**src/rtl/fetch_unit.sv**
```systemverilog
// Instruction fetch stage: owns the fetch PC, runs the req/ack handshake to
// instruction memory and holds one fetched instruction for decode.
module fetch_unit #(
    parameter logic [31:0] RESET_PC = 32'h0000_0000
) (
    input  logic        clk,
    input  logic        reset,
    output logic        imem_req,
    output logic [31:0] imem_addr,
    input  logic        imem_ack,
    input  logic [31:0] imem_rdata,
    input  logic        redirect,
    input  logic [31:0] redirect_pc,
    output logic        if_valid,
    output logic [31:0] if_pc,
    output logic [31:0] if_instr,
    input  logic        if_ready
);

    typedef enum logic [1:0] {
        IDLE = 2'd0,
        REQ  = 2'd1,
        FULL = 2'd2
    } state_t;

    state_t      state;
    logic [31:0] pc;
    logic        discard;
    logic [31:0] target;
    logic [31:0] pc_next;

    assign target  = {redirect_pc[31:2], 2'b00};
    assign pc_next = pc + 32'd4;

    // imem_req/imem_addr are registered; imem_addr only moves off an
    // outstanding request once that request has been acked.
    always_ff @(posedge clk) begin
        if (reset) begin
            state     <= IDLE;
            pc        <= RESET_PC;
            discard   <= 1'b0;
            if_valid  <= 1'b0;
            if_pc     <= 32'd0;
            if_instr  <= 32'd0;
            imem_req  <= 1'b0;
            imem_addr <= RESET_PC;
        end else begin
            case (state)
                IDLE: begin
                    state    <= REQ;
                    imem_req <= 1'b1;
                    if (redirect) begin
                        pc        <= target;
                        imem_addr <= target;
                    end else begin
                        imem_addr <= pc;
                    end
                end
                REQ: begin
                    if (redirect) begin
                        pc       <= target;
                        if_valid <= 1'b0;
                        if (imem_ack) begin
                            discard   <= 1'b0;
                            imem_addr <= target;
                        end else begin
                            discard <= 1'b1;
                        end
                    end else if (imem_ack) begin
                        if (discard) begin
                            // pc already holds the latest redirect target
                            discard   <= 1'b0;
                            imem_addr <= pc;
                        end else begin
                            if_valid <= 1'b1;
                            if_pc    <= pc;
                            if_instr <= imem_rdata;
                            pc       <= pc_next;
                            state    <= FULL;
                            imem_req <= 1'b0;
                        end
                    end
                end
                FULL: begin
                    if (redirect) begin
                        pc        <= target;
                        if_valid  <= 1'b0;
                        state     <= REQ;
                        imem_req  <= 1'b1;
                        imem_addr <= target;
                    end else if (if_ready) begin
                        if_valid  <= 1'b0;
                        state     <= REQ;
                        imem_req  <= 1'b1;
                        imem_addr <= pc;
                    end
                end
                default: begin
                    state    <= IDLE;
                    imem_req <= 1'b0;
                end
            endcase
        end
    end

endmodule
```
**config.mk**
```make
export PLATFORM = sky130hd
export DESIGN_NAME = fetch_unit
export DESIGN_NICKNAME = d
export VERILOG_FILES = /design/src/rtl/fetch_unit.sv
export SDC_FILE = /design/constraint.sdc
export NUM_CORES = 1
export LEC_CHECK = 0
export ABC_AREA = 1
export CAP_MARGIN = 10
export CORE_MARGIN = 1.5
export CORE_UTILIZATION = 40
export CTS_BUF_LIST = sky130_fd_sc_hd__clkbuf_4
export DETAILED_ROUTE_END_ITERATION = 6
export PLACE_DENSITY = 0.68
export SYNTH_ARGS = -nofsm -noshare
export SYNTH_HDL_FRONTEND = slang
export SYNTH_SLANG_ARGS = --single-unit
```
**constraint.sdc**
```tcl
create_clock -name clk -period 1.9 [get_ports clk]
set_input_delay 0.19 -clock clk [delete_from_list [all_inputs] [get_ports clk]]
set_output_delay 0.19 -clock clk [all_outputs]
set_load 0.02 [all_outputs]
```
* Yosys cells after proc, flatten, opt, wreduce, memory -nomap -nowiden *
Index checks and enable logic that the tools add are counted.
W data, S select, Z words.

storage, ports and cells
  bits in registers = 133
  input port bits = 69

operators by class
  $add $sub $neg = 1
  eq/ne operators = 9
  multiplexer cells = 33
  bitwise gates (word level) = 2
  reduce and logical (&&, ||, !) cells = 12

operators with widths
  cell                     count
  $mux W32                 10
  $pmux W32 S3             1
  $pmux W32 S2             1
  $add A32 B3 Y32 const B  1
  $reduce_and A4 Y1        4
  $mux W1                  13
  $ne A3 B3 Y1 const B     4
  $mux W2                  5
  $ne A2 B2 Y1 const B     3
  $pmux W2 S3              1
  $reduce_bool A2 Y1       3
  $pmux W1 S3              1
  $reduce_and A3 Y1        1
  $reduce_bool A3 Y1       1
  $eq A2 B1 Y1 const B     1
  $eq A2 B2 Y1 const B     1
  $logic_not A2 Y1         1
  $not A1 Y1               2
  $pmux W1 S2              1
  $reduce_and A2 Y1        1
  $reduce_or A2 Y1         1

* Logic depth before layout (Yosys ltp) *
Gate-level depths: netlist (run 1).

  depth in word-level cells = 5
  mapped depth = 11

* Worst setup path before layout (run 1) *
Ideal clock, no wire load.

  path kind = reg2reg
  start = reg state[0]
  end = reg if_pc[2]
  setup time = 0.118 ns
  arrival = 1.420 ns
  data required time = 1.782 ns
  slack = 0.362 ns
  cell stages (with the launch flop) = 11
  period minus slack after synthesis = 1.538 ns
  path through = dfxtp_1 buf_6 inv_2 nor2_4 inv_2 nor2_2 nand2_2 inv_4 buf_8 buf_12 a21oi_2

between the ends
  longest elaborated chain between the ends = 2

ends and longest elaborated chain
  what                         line  source
  from (decl)                  26    state_t state;
  from (signal assigned)       39    state <= IDLE;
  from (signal assigned)       50    state <= REQ;
  from (signal assigned)       79    state <= FULL;
  $eq A2 B1 Y1                 48    case (state)
  $reduce_and A4 Y1 (no line)  -
  to (signal assigned)         76    if_pc <= pc;
  to (decl)                    15    output logic [31:0] if_pc,

Every way passes these cells.
A chain may end at the register's enable or synchronous reset.

* Final worst setup path (run 1) *
  start = reg imem_addr[15]
  end = out imem_addr[15]

RTL lines
  what                    line  source
  from (decl)             9     output logic [31:0] imem_addr,
  from (signal assigned)  54    imem_addr <= target;
  from (signal assigned)  56    imem_addr <= pc;
  from (signal assigned)  65    imem_addr <= target;

No word-level cell between the ends.

==> results of run 1 <==
==> worst min path at each step <==
stage	startpoint	endpoint	slack, ns
final	redirect	imem_addr[1]	0.11
after global routing	redirect	imem_addr[0]	0.09
after CTS	redirect	imem_addr[1]	0.06
after detailed placement	if_valid	if_valid	0.46
after global placement	if_valid	if_valid	0.45
after floorplan	imem_rdata[0]	if_instr[0]	0.34
==> repair_timing <==
action	CTS	global route
endpoints found under the hold margin	0	0
hold buffers	0	0
setup endpoints to repair	0	1
gates resized for setup	0	1
setup buffers	0	0
==> cell usage in the layout, fill, tap and decap left out, drive strengths merged <==
master         instances
o21ai                129
clkdlybuf4s50        162
a2111oi                1
a22oi                  1
a31oi                  7
nand3                 60
o22ai                  1
nand4                  1
a21oi                105
dlymetal6s2s           1
clkbuf                19
o211ai                 2
buf                   24
and2                   1
o2111ai                1
inv                   59
clkinv                 5
dfxtp                132
nor3                   6
nor2                 205
o21bai                 1
bufinv                 7
ha                     1
nand2                170
==> synth_stat cells (all sizes together) <==
master,count
a2111oi,1
a21oi,105
a22oi,1
a31oi,7
and2,1
buf,41
clkbuf,18
dfxtp,132
ha,1
inv,59
nand2,170
nand3,60
nand4,1
nor2,205
nor3,6
o2111ai,1
o211ai,2
o21ai,129
o21bai,1
o22ai,1
==> power breakdown <==
part	internal [mW]	leakage, nW	total (mW)	switching, mW
sequential	2.99	1.08	3.16	0.171
combinational	0.701	2.01	1.60	0.902
clock	1.45	0.204	2.48	1.03
==> state kept, by name, indices dropped and copies added, names as in the netlist <==
register   cells
if_instr      32
if_valid       1
pc            32
state          2
if_pc         32
imem_addr     32
discard        1
==> routing by layer <==
metal  part of all wire  routed length (um)
met3              0.068                1285
met2               0.46                8600
met4              0.016                 299
met5                  0                   0
met1               0.46                8624
==> metrics by stage <==
stage,hold slack [ns],utilization
3_3_place_gp,0.4538,0.5219
3_5_place_dp,0.4587,0.5219
5_1_grt,0.09313,0.5458
4_1_cts,0.05580,0.5456
2_1_floorplan,0.3388,-
6_report,0.1057,0.5458
==> area by class of cell <==
cell class | instances | area (sq um)
fillers | 1620 | 7216
multi-input cells | 692 | 3242
flip-flops and latches | 132 | 2643
repair buffers | 187 | 1912
well taps | 216 | 270.3
clock inverters | 12 | 234.0
inverters | 59 | 226.5
clock buffers | 19 | 142.6
==> cells by family after synthesis <==
family / Yosys count / synth area share
and+or+nand+nor: 443 / 0.2857
DFF: 132 / 0.4069
AOI/OAI and AO/OA: 248 / 0.2115
adders and majority gates: 1 / 0.001926
buffers and inverters: 118 / 0.09401
==> summary.txt, run 1 <==
Global route
  • Largest net degree at the start of global routing: 92
  • Initial antenna violation count: 0
  • Global-route wire length before repair: between 20000 and 30000 um
  • Met2 GRT Util: 0.3563
  • Gr ovfl total: 0
  • Vias in the first global route: between 5000 and 6000
  • Met1 Track Usage GR: 0.2939
  • Gr usage total: 0.2220
  • GRT busiest layer: met2
  • Grt met3 use: 0.05415

Synthesis
  • Area leader, netlist: dfxtp_1
  • Post-Syn Area per Cell: 6.895 sq um
  • Sequential area share after synthesis: 0.4069
  • Netlist Area Pre-Place: between 0.006 and 0.007 sq mm
  • Syn Nets: 1012
  • Top-area cell type share of the netlist area: 0.4069
  • Mapped Cells: ~940
  • Yosys warns: 0
  • Area contributors post-synth: dfxtp_1 (41%), nor2_1 (11%), nand2_1 (9.4%)
  • #FFs+latches synth: 132
  • Netlist cell types: 36

Floorplanning
  • Die ar.: 0.01701 sq mm
  • Initial core utilization: 0.4089
  • Row cnt: 46
  • Die H: 130.4 um
  • IO Count: 167
  • Die W: 130.4 um
  • Core Box Area: 0.01589 sq mm

Cells and area
  • Finished Layout Cells: roughly 1300
  • Final net count: 1159
  • Share of cells above drive strength 1: 0.09991
  • Area growth syn-to-layout: 33.48%
  • Post-route cell area: 0.008670 sq mm
  • ANT cells: 0

Clock tree
  • Clk Tree Root Cell: clkbuf_4
  • TritonCTS Sinks: between 100 and 150
  • Clock transition at path regs: 0.11 ns
  • CTS tree: done
  • TritonCTS buffer count: 17
  • CTS Buffer Depth: 2
  • Clk_lat worst skew: 0.54 ns
  • CTS H-tree lvls: 4

Routing
  • Drt drc: 0
  • DR vias/cell: 5.002
  • Drt wl/cell: between 10 and 15 um
  • DR iter-0 viols: 419
  • Post-Route WL: 18810 um
  • Post-route ant nets: 0
  • Total iterations of the first detailed-routing run: 5
  • Via count: between 6000 and 7000

STA
  • Final setup violation count: 0
  • Setup tns final: 0 ns
  • Layout Skew: 0.01412 ns
  • Slew HR: 0.6811
  • Fmax: 569.3 MHz
  • Fin crit period: 1.757 ns
  • Final worst slack: approximately 0.14 ns
  • Measured slew at the worst slew-check pin: ~0.47 ns
  • Final Hold Fails: 0
  • Setup repair after global routing missed its margin: no
  • Final number of max-transition violations: 0
  • Fin crit share: 0.9246

Critical path
  • Number of buffers and inverters on the critical path: 1
  • CP Cell Sequence: clkdlybuf4s50_1
  • Setup crit end: imem_addr[15]
  • Crit path launch: imem_addr[15]
  • CP delay by family, top: buffers and inverters
  • Data required time of the worst path: 1.71 ns
  • Critical Path End Type: primary output
  • WP depth: 1
  • CP max FO: 2
  • Setup CP Type: flop to primary output
  • WP data arrival: about 1.6 ns
  • Slowest CP cell: clkdlybuf4s50_1
  • R2R cell count: 10
  • Setup crit start kind: flop
  • Reg-to-reg setup timing slack: 0.15 ns
  • RR Endpoint: pc[28]
  • RR Startpoint: pc[2]
  • Largest stage delay, worst path: 0.66 ns

Placed design
  • # port buffers: 164
  • Place WS: just under 0.2 ns
  • Cell Area, Placed: 0.008290 sq mm
  • Dpl cells: 1286
  • Final GP Congestion: 0.8591
  • Post-DP HPWL: roughly 14000 um

Hold path
  • Worst Hold Depth: 4
  • Worst hold path class: input port to flop

Pwr
  • Power per cell area: 835.1 mW/mm^2
  • Maximum VDD drop: 0.0004896 V
  • P_leak: 3.297 nW
  • Final Power: 7.240 mW

Flow run
  • Maxcap violations: 0

Status
  • Outcome: finished, final reports clean
Note: power is estimated with default switching activity, not from simulation.
==> inputs of run 2 (changes only) <==
--- a/config.mk
+++ b/config.mk
@@ -11,7 +11,7 @@
 export CORE_UTILIZATION = 40
 export CTS_BUF_LIST = sky130_fd_sc_hd__clkbuf_4
 export DETAILED_ROUTE_END_ITERATION = 6
-export PLACE_DENSITY = 0.68
+export PLACE_DENSITY = 0.76
 export SYNTH_ARGS = -nofsm -noshare
 export SYNTH_HDL_FRONTEND = slang
 export SYNTH_SLANG_ARGS = --single-unit
==> run 2 against run 1 <==
Against the previous run: maximum frequency decreased by 1.0%; clock skew rose by 0.0062 ns; sequential power about the same; sequential share of layout area rose by 0.29 points; register-to-register slack improved by 0.02 ns; global-route usage increased by 0.20 points; hold slack got worse by 0.026 ns; worst setup slack worse by 0.018 ns; total power shrank 8.4%; core utilization down 0.51 points; non-clock buffer count up 3.
==> summary.txt, run 2 (synthesis results as in run 1) <==
Cells and area
  • Post-layout util: 0.5406 (-0.005119)
  • Area growth syn-to-layout: 32.23%
  • Share of cells above drive strength 1: 0.1032 (+0.003258)
  • Most frequent cells in the layout: nor2_1 (194), nand2_1 (162), clkdlybuf4s50_1 (162)
  • Most common cell after layout, fill and taps aside: nor2_1
  • Fillers: 1580 (-2.5%)
  • Final net count: 1162 (+0.26%)

Clock tree
  • TritonCTS Sinks: 132 (unchanged)
  • TritonCTS buffer count: 17 (unchanged)
  • # hold bufs at CTS: 0 (unchanged)
  • CTS Buffer Depth: 2 (unchanged)
  • CTS tree: done
  • Clk_lat worst skew: 0.56 ns (+0.02 ns)
  • Clk Tree Root Cell: clkbuf_4
  • Post-CTS Setup Inserts: 0 (unchanged)
  • Clock transition at path regs: 0.11 ns (about the same)
  • CTS H-tree lvls: 4 (unchanged)

STA
  • Slew HR: 0.6575 (-0.02359)
  • Setup repair after global routing missed its margin: no
  • Final setup violation count: 0 (unchanged)
  • Fin crit share: 0.9340 (+0.009446)
  • Fmax: 563.5 MHz (-1.0%)
  • Final Hold Fails: 0 (unchanged)
  • Fin crit period: 1.775 ns (+0.01795 ns)
  • Setup tns final: 0 ns (unchanged)
  • Final number of max-transition violations: 0 (unchanged)
  • Hold_ws: 0.08015 ns (-0.02560 ns)
  • Measured slew at the worst slew-check pin: 0.5083 ns (+0.03501 ns)
  • Layout Skew: 0.02031 ns (+0.006187 ns)
  • Final worst slack: 0.1254 ns (-0.01795 ns)

Pwr
  • Clock network fraction of design power: 0.279 (-0.063)
  • Final Power: 6.631 mW (-8.4%)
  • P_leak: 3.241 nW (-1.7%)
  • Internal: 4.473 mW (-13%)
  • Combinational Power Share: 0.243 (+0.022)
  • P_sw: 2.158 mW (+2.6%)
  • Net Sw Frac: 0.3254 (+0.03506)
  • Sequential cell fraction of total power: 0.477 (+0.041)
  • Maximum VDD drop: 0.0004054 V (-17%)
  • Power per cell area: 772.1 mW/mm^2 (-7.5%)

Global route
  • Gr ovfl total: 0 (unchanged)
  • Global-route wire length before repair: 29710 um (+1.1%)
  • Largest net degree at the start of global routing: 92 (unchanged)
  • Gr usage total: 0.2239 (+0.001997)
  • Vias in the first global route: 6053 (+2.9%)
  • Initial antenna violation count: 1 (+1)

Critical path
  • Setup CP Type: flop to primary output
  • WP depth: 1 (unchanged)
  • Number of buffers and inverters on the critical path: 1 (unchanged)
  • Crit path launch: if_instr[23]
  • CP Cell Sequence: clkdlybuf4s50_1
  • Reg-to-reg setup timing slack: 0.17 ns (+0.02 ns)
  • Data required time of the worst path: 1.71 ns (about the same)
  • RR Endpoint: pc[28]
  • CP max FO: 2 (unchanged)
  • Setup crit start kind: flop
  • Critical Path End Type: primary output
  • R2R cell count: 9 (-1)
  • Largest stage delay, worst path: 0.63 ns (-0.03 ns)
  • WP data arrival: 1.58 ns (about the same)
  • Slowest CP cell: clkdlybuf4s50_1
  • Setup crit end: if_instr[23]
  • RR Startpoint: pc[2]
  • CP delay by family, top: buffers and inverters

Routing
  • DR vias/cell: 5.053 (+1.0%)
  • Drt drc: 0 (unchanged)
  • Post-route ant nets: 0 (unchanged)
  • DR iter-0 viols: 538 (+28%)
  • Post-Route WL: 19120 um (+1.7%)
  • Total iterations of the first detailed-routing run: 5 (unchanged)
  • Drt wl/cell: 14.47 um (+1.3%)
  • Via count: 6680 (+1.4%)

Status
  • Outcome: finished, final reports clean

Flow run
  • Maxcap violations: 0 (unchanged)

Floorplanning
  • Die H: 130.4 um (unchanged)
  • IO Count: 167 (unchanged)
  • Die W: 130.4 um (unchanged)
  • Die ar.: 0.01701 sq mm (unchanged)
  • Core Box Area: 0.01589 sq mm (unchanged)
  • Row cnt: 46 (unchanged)
  • Initial core utilization: 0.4089 (unchanged)

Placed design
  • # port buffers: 164 (unchanged)
  • Place WS: 0.2434 ns (+0.04455 ns)
  • Post-DP HPWL: 13750 um (+1.4%)
  • Final GP Congestion: 0.9263 (+7.8%)

Hold path
  • Worst hold path class: input port to flop
==> run 2: cell count changes in the layout (fill, tap and decap cells not counted), sizes merged <==
| cell | before | now |
|---|---|---|
| bufinv | 7 | 2 |
| clkinvlp | 0 | 5 |
| buf | 24 | 27 |
| clkinv | 5 | 7 |
| clkbuf | 19 | 18 |
| diode | 0 | 1 |
| dlygate4sd2 | 0 | 1 |
| dlymetal6s2s | 1 | 0 |
==> run 2: per-stage QoR <==
step                      instance area [sq um]  std cells
after global routing                       8588       1322
after global placement                     8313       1289
after floorplan                            6495        942
final                                      8588       1322
after detailed placement                   8313       1289
after CTS                                  8586       1321
==> run 2: metal layers <==
layer,share of wire,track usage,routed length (um),vias up
met1,0.44,0.2802,8408,2982
met2,0.45,0.3721,8616,265
li1,-,-,-,3397
met3,0.086,0.05619,1654,36
met5,0,0,0,-
met4,0.023,0.08662,443,0
==> run 2: how the worst min path moves through the flow <==
stage	startpoint	to	slack [ns]	depth (start not counted)
after global placement	if_valid	if_valid	0.45	2
after CTS	redirect	state[1]	0.05	4
final	redirect	state[1]	0.08	4
after floorplan	imem_rdata[0]	if_instr[0]	0.34	2
after global routing	redirect	state[1]	0.09	4
after detailed placement	imem_addr[0]	imem_addr[0]	0.46	2
==> run 2: layout make-up <==
class	count	area [sq um]	share of cell area
Antenna cell	1	2.502	0.0002914
Tap cell	216	270.3	0.03147
Timing Repair Buffer	190	1931	0.2248
Inverter	59	226.5	0.02637
Clock inverter	14	138.9	0.01617
Clock buffer	18	135.1	0.01573
Sequential cell	132	2643	0.3077
Multi-Input combinational cell	692	3242	0.3775
==> run 2: power groups by stage <==
| stage | Combinational (mW) | Clock, mW | Sequential [mW] |
|---|---|---|---|
| after detailed placement | 1.61 | 0 | 3.22 |
| final | 1.61 | 1.85 | 3.17 |
| after global placement | 1.59 | 0 | 3.22 |
| after CTS | 1.62 | 1.90 | 3.16 |
| after global routing | 1.77 | 2.00 | 3.19 |
| after floorplan | 0.793 | 0 | 3.36 |
==> run 2: timing repair <==
action | 4_1_cts | 5_1_grt
setup endpoints to repair | 1 | 0
resized for setup | 1 | 0
hold endpoints to repair | 0 | 0
